[config.mk]
export PLATFORM = sky130hd
export DESIGN_NAME = if_fetch_stage
export DESIGN_NICKNAME = d
export VERILOG_FILES = /design/src/rtl/if_fetch_stage_pkg.sv /design/src/rtl/if_fetch_stage_pc_register.sv /design/src/rtl/if_fetch_stage.sv
export SDC_FILE = /design/constraint.sdc
export NUM_CORES = 1
export LEC_CHECK = 0
export BUFFER_PORTS_ARGS = -buffer_cell sky130_fd_sc_hd__buf_4
export CAP_MARGIN = 25
export CORE_ASPECT_RATIO = 1.1
export CORE_MARGIN = 8
export CORE_UTILIZATION = 52
export DETAILED_ROUTE_END_ITERATION = 6
export PLACE_DENSITY_LB_ADDON = 0.3
export SETUP_SLACK_MARGIN = 0.3
export SYNTH_ARGS = -nofsm -noshare
export SYNTH_HDL_FRONTEND = slang
export SYNTH_SLANG_ARGS = --single-unit
[constraint.sdc]
create_clock -name clk_i -period 5.4 [get_ports clk_i]
set_clock_uncertainty 0.1 [all_clocks]
set_input_delay 0.54 -clock clk_i [delete_from_list [all_inputs] [get_ports clk_i]]
set_output_delay 0.54 -clock clk_i [all_outputs]
set_load 0.02 [all_outputs]
[src/rtl/if_fetch_stage_pkg.sv]
// Shared definitions for the instruction-fetch stage.
//   - fetch_state_e : FETCH / HOLD / DROP encodings
//   - NOP_INST      : word loaded into IF/ID on a bubble
//   - DEFAULT_RESET_PC : default program counter after reset
//   - align_word()  : clears the byte-offset bits of an address
package if_fetch_stage_pkg;

    localparam int unsigned XLEN = 32;

    typedef enum logic [1:0] {
        FETCH = 2'd0,
        HOLD  = 2'd1,
        DROP  = 2'd2
    } fetch_state_e;

    localparam logic [XLEN-1:0] NOP_INST         = 32'h0000_0000;
    localparam logic [XLEN-1:0] DEFAULT_RESET_PC = 32'h0000_0000;

    function automatic logic [XLEN-1:0] align_word(input logic [XLEN-1:0] addr);
        return addr & ~XLEN'(32'd3);
    endfunction

endpackage

[src/rtl/if_fetch_stage_pc_register.sv]
// Program-counter register: async active-high reset to RESET_VAL, load-enable.
//   clk, rst : clock / asynchronous reset
//   load     : capture d on the rising edge
//   d, q     : next / current value
module pc_register
    import if_fetch_stage_pkg::*;
#(
    parameter logic [XLEN-1:0] RESET_VAL = DEFAULT_RESET_PC
) (
    input  logic            clk,
    input  logic            rst,
    input  logic            load,
    input  logic [XLEN-1:0] d,
    output logic [XLEN-1:0] q
);

    always_ff @(posedge clk or posedge rst) begin
        if (rst) begin
            q <= RESET_VAL;
        end else if (load) begin
            q <= d;
        end
    end

endmodule

[src/rtl/if_fetch_stage.sv]
// Instruction-fetch stage: owns the PC, next-PC selection and a req/ack
// instruction-memory handshake with one-entry buffering while ID stalls.
//   clk_i, rst_i            : clock, async active-high reset
//   stall_i                 : hold IF/ID and PC this cycle
//   branch_i/_target_i      : taken branch from ID (wins over jump)
//   jump_i/jump_target_i    : jump from ID
//   imem_req_o/addr_o       : fetch request, address stable until ack
//   imem_ack_i/data_i       : fetch response (may arrive with the request)
//   pc_o, inst_o            : to IF/ID, fetched address + 4 and word
//   flush_o                 : IF/ID loads a NOP
//   ifid_hold_o             : IF/ID holds its contents
//   bubble_cnt_o            : cycles in which a NOP was inserted
module if_fetch_stage
    import if_fetch_stage_pkg::*;
#(
    parameter logic [XLEN-1:0] RESET_PC = DEFAULT_RESET_PC
) (
    input  logic            clk_i,
    input  logic            rst_i,
    input  logic            stall_i,
    input  logic            branch_i,
    input  logic [XLEN-1:0] branch_target_i,
    input  logic            jump_i,
    input  logic [XLEN-1:0] jump_target_i,
    output logic            imem_req_o,
    output logic [XLEN-1:0] imem_addr_o,
    input  logic            imem_ack_i,
    input  logic [XLEN-1:0] imem_data_i,
    output logic [XLEN-1:0] pc_o,
    output logic [XLEN-1:0] inst_o,
    output logic            flush_o,
    output logic            ifid_hold_o,
    output logic [XLEN-1:0] bubble_cnt_o
);

    fetch_state_e    state_q, state_d;
    logic [XLEN-1:0] pc_q, pc_d, pc_plus4;
    logic            pc_load;
    logic [XLEN-1:0] buf_inst_q;
    logic [XLEN-1:0] drop_addr_q;
    logic [XLEN-1:0] bubble_cnt_q;
    logic            redirect;
    logic [XLEN-1:0] target;
    logic            deliver;
    logic [XLEN-1:0] word;

    assign redirect = branch_i | jump_i;
    assign target   = align_word(branch_i ? branch_target_i : jump_target_i);
    assign pc_plus4 = pc_q + XLEN'(32'd4);

    pc_register #(.RESET_VAL(RESET_PC)) u_pc (
        .clk  (clk_i),
        .rst  (rst_i),
        .load (pc_load),
        .d    (pc_d),
        .q    (pc_q)
    );

    // State register
    always_ff @(posedge clk_i or posedge rst_i) begin
        if (rst_i) begin
            state_q <= FETCH;
        end else begin
            state_q <= state_d;
        end
    end

    // Next-state logic; a stall freezes redirects, an unacked request on
    // redirect must still be drained before the new address can go out.
    always_comb begin
        state_d = state_q;
        case (state_q)
            FETCH: begin
                if (stall_i) begin
                    if (imem_ack_i) state_d = HOLD;
                end else if (redirect && !imem_ack_i) begin
                    state_d = DROP;
                end
            end
            HOLD: begin
                if (!stall_i) state_d = FETCH;
            end
            DROP: begin
                if (imem_ack_i) state_d = FETCH;
            end
            default: state_d = FETCH;
        endcase
    end

    // Output and PC-update logic
    always_comb begin
        imem_req_o  = 1'b0;
        imem_addr_o = pc_q;
        deliver     = 1'b0;
        word        = NOP_INST;
        case (state_q)
            FETCH: begin
                imem_req_o = 1'b1;
                deliver    = imem_ack_i && !stall_i && !redirect;
                word       = imem_data_i;
            end
            HOLD: begin
                deliver = !stall_i && !redirect;
                word    = buf_inst_q;
            end
            DROP: begin
                imem_req_o  = 1'b1;
                imem_addr_o = drop_addr_q;
            end
            default: ;
        endcase
        flush_o     = !deliver;
        ifid_hold_o = stall_i;
        pc_o        = deliver ? pc_plus4 : '0;
        inst_o      = deliver ? word : NOP_INST;
        pc_load     = !stall_i && (deliver || redirect);
        pc_d        = redirect ? target : pc_plus4;
        // Reset abandons any request immediately, without waiting for ack
        if (rst_i) begin
            imem_req_o  = 1'b0;
            imem_addr_o = RESET_PC;
            pc_o        = '0;
            inst_o      = NOP_INST;
            flush_o     = 1'b1;
            ifid_hold_o = 1'b0;
            pc_load     = 1'b0;
        end
    end

    // Fetch buffer, stale-request address and bubble counter
    always_ff @(posedge clk_i or posedge rst_i) begin
        if (rst_i) begin
            buf_inst_q   <= NOP_INST;
            drop_addr_q  <= RESET_PC;
            bubble_cnt_q <= '0;
        end else begin
            if (state_q == FETCH && stall_i && imem_ack_i) begin
                buf_inst_q <= imem_data_i;
            end
            if (state_q == FETCH && !stall_i && redirect && !imem_ack_i) begin
                drop_addr_q <= pc_q;
            end
            if (flush_o && !ifid_hold_o) begin
                bubble_cnt_q <= bubble_cnt_q + XLEN'(32'd1);
            end
        end
    end

    assign bubble_cnt_o = bubble_cnt_q;

endmodule
==> run summary <==
The run finished with clean final reports. The wire length of the first global-routing pass is 36500 um. The clock network accounts for 34.5% of the total power. At the pin with the least slew margin, the transition time is 0.887 ns. The routed length on met2 is 11000 um. Across all setup checks in the final design, the least slack found is 1.98 ns.

Setup repair after global routing left no endpoint under its margin. The number of enable-type register cells in the synthesized netlist came out at 0. Summed over all nets, wire length on met3 after detailed routing comes to 1740 um.

After detailed routing, the wire length on met1 is 9530 um. Before CTS, the worst setup slack after placement is 1.91 ns. The portion of the post-synthesis area used by sequential elements is 41.4%.

The final routed wire length divided by cell count came out at 18.7 um. The power per cell area is 336 nW/um^2. The slowest stage of the critical path is the sky130_fd_sc_hd__or2_2 cell. The data required time of the worst path came out at 4.76 ns. The per-cell via count in the routed design is 5.66. The number of sinks handled by clock tree synthesis is 126. Clock-pin slew was measured on the worst setup and hold paths at 0.06 ns.

The reg2reg setup slack is 3.07 ns. The number of antenna diodes is 0. The worst min-delay path class is input port to register. The initial standard-cell utilization of the core is 52.9%.

For this run, the number of Yosys warnings is 0. The top flip-flop cell by instance count after synthesis is sky130_fd_sc_hd__dfrtp_1. The count of antenna-violating nets left after detailed routing came out at 0.

The capturing element type of the critical path is an output pin. Wires add up to 22800 um. After detailed routing, the number of remaining DRC violations is 0. The time the final worst path needs with I/O delays and setup came out at 3.42 ns.

The final critical-path share of the clock period is 63.3%. In this run the critical register-to-register path is captured at u_pc.q[28]. The area growth from synthesis to layout came out at 30.3%. The worst setup path is of the input port to output pin kind. The iteration count of the initial detailed-routing pass is 5. The maximum vdd ir drop is 0.000193 V. The worst setup path endpoint is pc_o[8].

The count of endpoints failing hold in the final timing report was 0. After floorplanning, the core was sized to cover 14400 um^2. Counting cells, the worst reg-to-reg path comes to 6. Cell internal power was estimated by the tool at 2290 uW. Overall power consumption after layout is estimated at 3330 uW. In this run, the number of DRC markers left after iteration 0 of detailed routing was 467. Clock latency on the worst-skew pair, taken at its later pin, is 0.42 ns.

The congestion estimate from routability-driven global placement came to 0.851. Walking the worst path, the cells encountered are buf_4, or2_2, nor3_2, inv_2, buf_12, a21oi_1, buf_4. The largest fanout on the critical path is 42. The worst slew margin relative to its limit is 40.7%. The number of pins with negative max-slew slack in the final report was 0. The data arrival time of the critical path is 2.78 ns. The global routing usage summed across all routing layers came out at 24.2%. The horizontal die dimension is 131 um.

The number of levels in the clock H-tree is 4. Buffers inserted to repair hold after CTS numbered 0. The maximum operating frequency is 0.293 GHz. The clock tree root driver cell is sky130_fd_sc_hd__clkbuf_16. The cell that appears most often on the critical path is sky130_fd_sc_hd__buf_4. The number of placement rows came out at 46. The proportion of total power due to net switching came out at 31.2%. The area of the die came out at 18800 um^2. The final-layout setup total negative slack is 0 ns. The critical path starts at branch_i. Cells with a size suffix above 1 make up 34.2% of the layout. The synthesized instance count is 828. The netlist area before placement came out at 7610 um^2. Across the run, the number of max-cap violations was 0.

In this run, post-CTS repair resized a total of 0 instances. The flip-flop and latch count after synthesis came out at 126. The post-synthesis area per instance came out at 9.20 um^2. No sink is reached through more buffers than the 2 on the longest clock path. The origin of the critical flop-to-flop path is u_pc.q[2]. The HPWL after detailed placement came out at 15700 um. The delay contributed by the slowest stage of the critical path is 0.53 ns. The final setup violation count is 0. The vertical die dimension is 143 um. The part of the power in combinational logic came out at 24.4%. Input and output buffers added on the ports amount to 224. The net count of the finished layout is 1119. The number of antenna violations at the first check in global routing was 0.

The routed via count came out at 6907. After global routing the overflow that remains totals 0. TritonCTS built the clock tree. The power dissipated by switching net loads came out at 1040 uW. In the synthesized netlist the async set-or-reset flop fraction comes to 100%.

The leakage dissipation is 0.00454 uW. The via count of the first global-routing pass is 6858. The portion of total power attributed to sequential cells came out at 41.1%. Pin placement for this block handled 233 I/O pins. The maximum number of pins on one net before global-route repair is 45. STA classifies the critical path startpoint as an input port. After detailed routing, no signal wire sits above met4. The distinct cell type count of the synthesized netlist is 69. The clock buffer count from CTS is 17.

The buffer count from post-CTS setup fixing is 0.
-- cells in the final DEF, fill, tap and decap left out, types with 22 or more instances in the layout --
cell                      synthesis  layout
sky130_fd_sc_hd__buf_4            8     231
sky130_fd_sc_hd__dfrtp_1        126     125
sky130_fd_sc_hd__nand2_1        112     112
sky130_fd_sc_hd__nor2_1          90      89
sky130_fd_sc_hd__mux2_2          58      58
sky130_fd_sc_hd__a21oi_1         53      53
sky130_fd_sc_hd__xnor2_1         35      35
sky130_fd_sc_hd__mux2i_1         35      35
sky130_fd_sc_hd__o21ai_0         34      34
sky130_fd_sc_hd__xor2_1          22      22
sky130_fd_sc_hd__nand3_1         22      22
-- sequential cells by signal, indices dropped and copies added (netlist names) --
name,flops
bubble_cnt_o,32
u_pc.q,30
drop_addr_q,30
state_q,2
buf_inst_q,32
-- routing by layer --
metal | up-vias | global-route usage (%)
li1 | 3268 | -
met1 | 3348 | 29.9
met2 | 257 | 38.8
met3 | 34 | 7.45
met4 | 0 | 10.0
met5 | - | 0
-- kinds of logic (layout without fill, tap and decap cells) --
logic type / Yosys count / after routing / synth area share [%]
mux: 93 / 93 / 13.2
simple gates: 316 / 316 / 20.8
xor+xnor: 57 / 57 / 6.56
buf+inv: 84 / 281 / 5.19
flops: 126 / 126 / 41.4
other cells: 1 / 4 / 0.0493
compound gates: 149 / 149 / 12.5
fa+ha+maj: 2 / 2 / 0.329
-- power groups by stage --
stage                     Clock, uW  Sequential, uW  Combinational, uW
after floorplan                   0            1320                585
after global placement            0            1380                788
after detailed placement          0            1390                804
after CTS                      1170            1370                809
after global routing           1210            1410                893
final                          1150            1370                815
-- through the flow --
stage	instances	hold slack, ns	instance area [um^2]	util, %
floorplan	831	0.350	7620	-
global placement	1185	0.361	9270	64.5
detailed placement	1186	0.370	9290	64.6
CTS	1218	0.207	9890	68.7
global route	1220	0.211	9920	68.9
finish	1220	0.220	9920	68.9
-- critical path, delay by kind of cell --
kind / cells / cell delay (ns)
buffers and inverters: 4 / 0.98
AND/OR/NAND/NOR: 2 / 1.04
AO/OA/AOI/OAI: 1 / 0.18
-- synth_stat cells, types with 3 or more instances --
library cell | count | area (um^2)
sky130_fd_sc_hd__dfrtp_1 | 126 | 3150
sky130_fd_sc_hd__nand2_1 | 112 | 420
sky130_fd_sc_hd__nor2_1 | 90 | 338
sky130_fd_sc_hd__mux2_2 | 58 | 653
sky130_fd_sc_hd__a21oi_1 | 53 | 265
sky130_fd_sc_hd__mux2i_1 | 35 | 350
sky130_fd_sc_hd__xnor2_1 | 35 | 307
sky130_fd_sc_hd__o21ai_0 | 34 | 170
sky130_fd_sc_hd__buf_2 | 32 | 160
sky130_fd_sc_hd__clkbuf_1 | 24 | 90.1
sky130_fd_sc_hd__nand3_1 | 22 | 110
sky130_fd_sc_hd__xor2_1 | 22 | 193
sky130_fd_sc_hd__nand4_1 | 18 | 113
sky130_fd_sc_hd__nor3_1 | 16 | 80.1
sky130_fd_sc_hd__inv_1 | 13 | 48.8
sky130_fd_sc_hd__and3_1 | 11 | 68.8
sky130_fd_sc_hd__a2bb2oi_1 | 9 | 78.8
sky130_fd_sc_hd__o22ai_1 | 9 | 56.3
sky130_fd_sc_hd__buf_4 | 8 | 60.1
sky130_fd_sc_hd__and4_1 | 7 | 61.3
sky130_fd_sc_hd__a211oi_1 | 6 | 45.0
sky130_fd_sc_hd__and2_1 | 6 | 37.5
sky130_fd_sc_hd__o22a_1 | 6 | 52.6
sky130_fd_sc_hd__nor3_2 | 5 | 50.1
sky130_fd_sc_hd__nand4_2 | 3 | 37.5
sky130_fd_sc_hd__nor4_1 | 3 | 18.8
sky130_fd_sc_hd__or3_1 | 3 | 18.8
-- area by class of cell --
class / count / area, um^2
repair buffers: 234 / 1790
inverters: 15 / 58.8
well taps: 192 / 240
clock inverters: 11 / 141
clock buffers: 21 / 450
fillers: 1147 / 4470
flip-flops and latches: 126 / 3150
multi-input cells: 621 / 4090
-- how the worst min path moves through the flow --
stage,from,to,depth (start not counted)
after floorplan,drop_addr_q[17],drop_addr_q[17],2
after global placement,drop_addr_q[4],drop_addr_q[4],2
after detailed placement,drop_addr_q[6],drop_addr_q[6],2
after CTS,imem_ack_i,state_q[1],2
after global routing,imem_ack_i,state_q[1],2
final,imem_ack_i,state_q[1],2
Note: power is estimated with default switching activity, not from simulation.
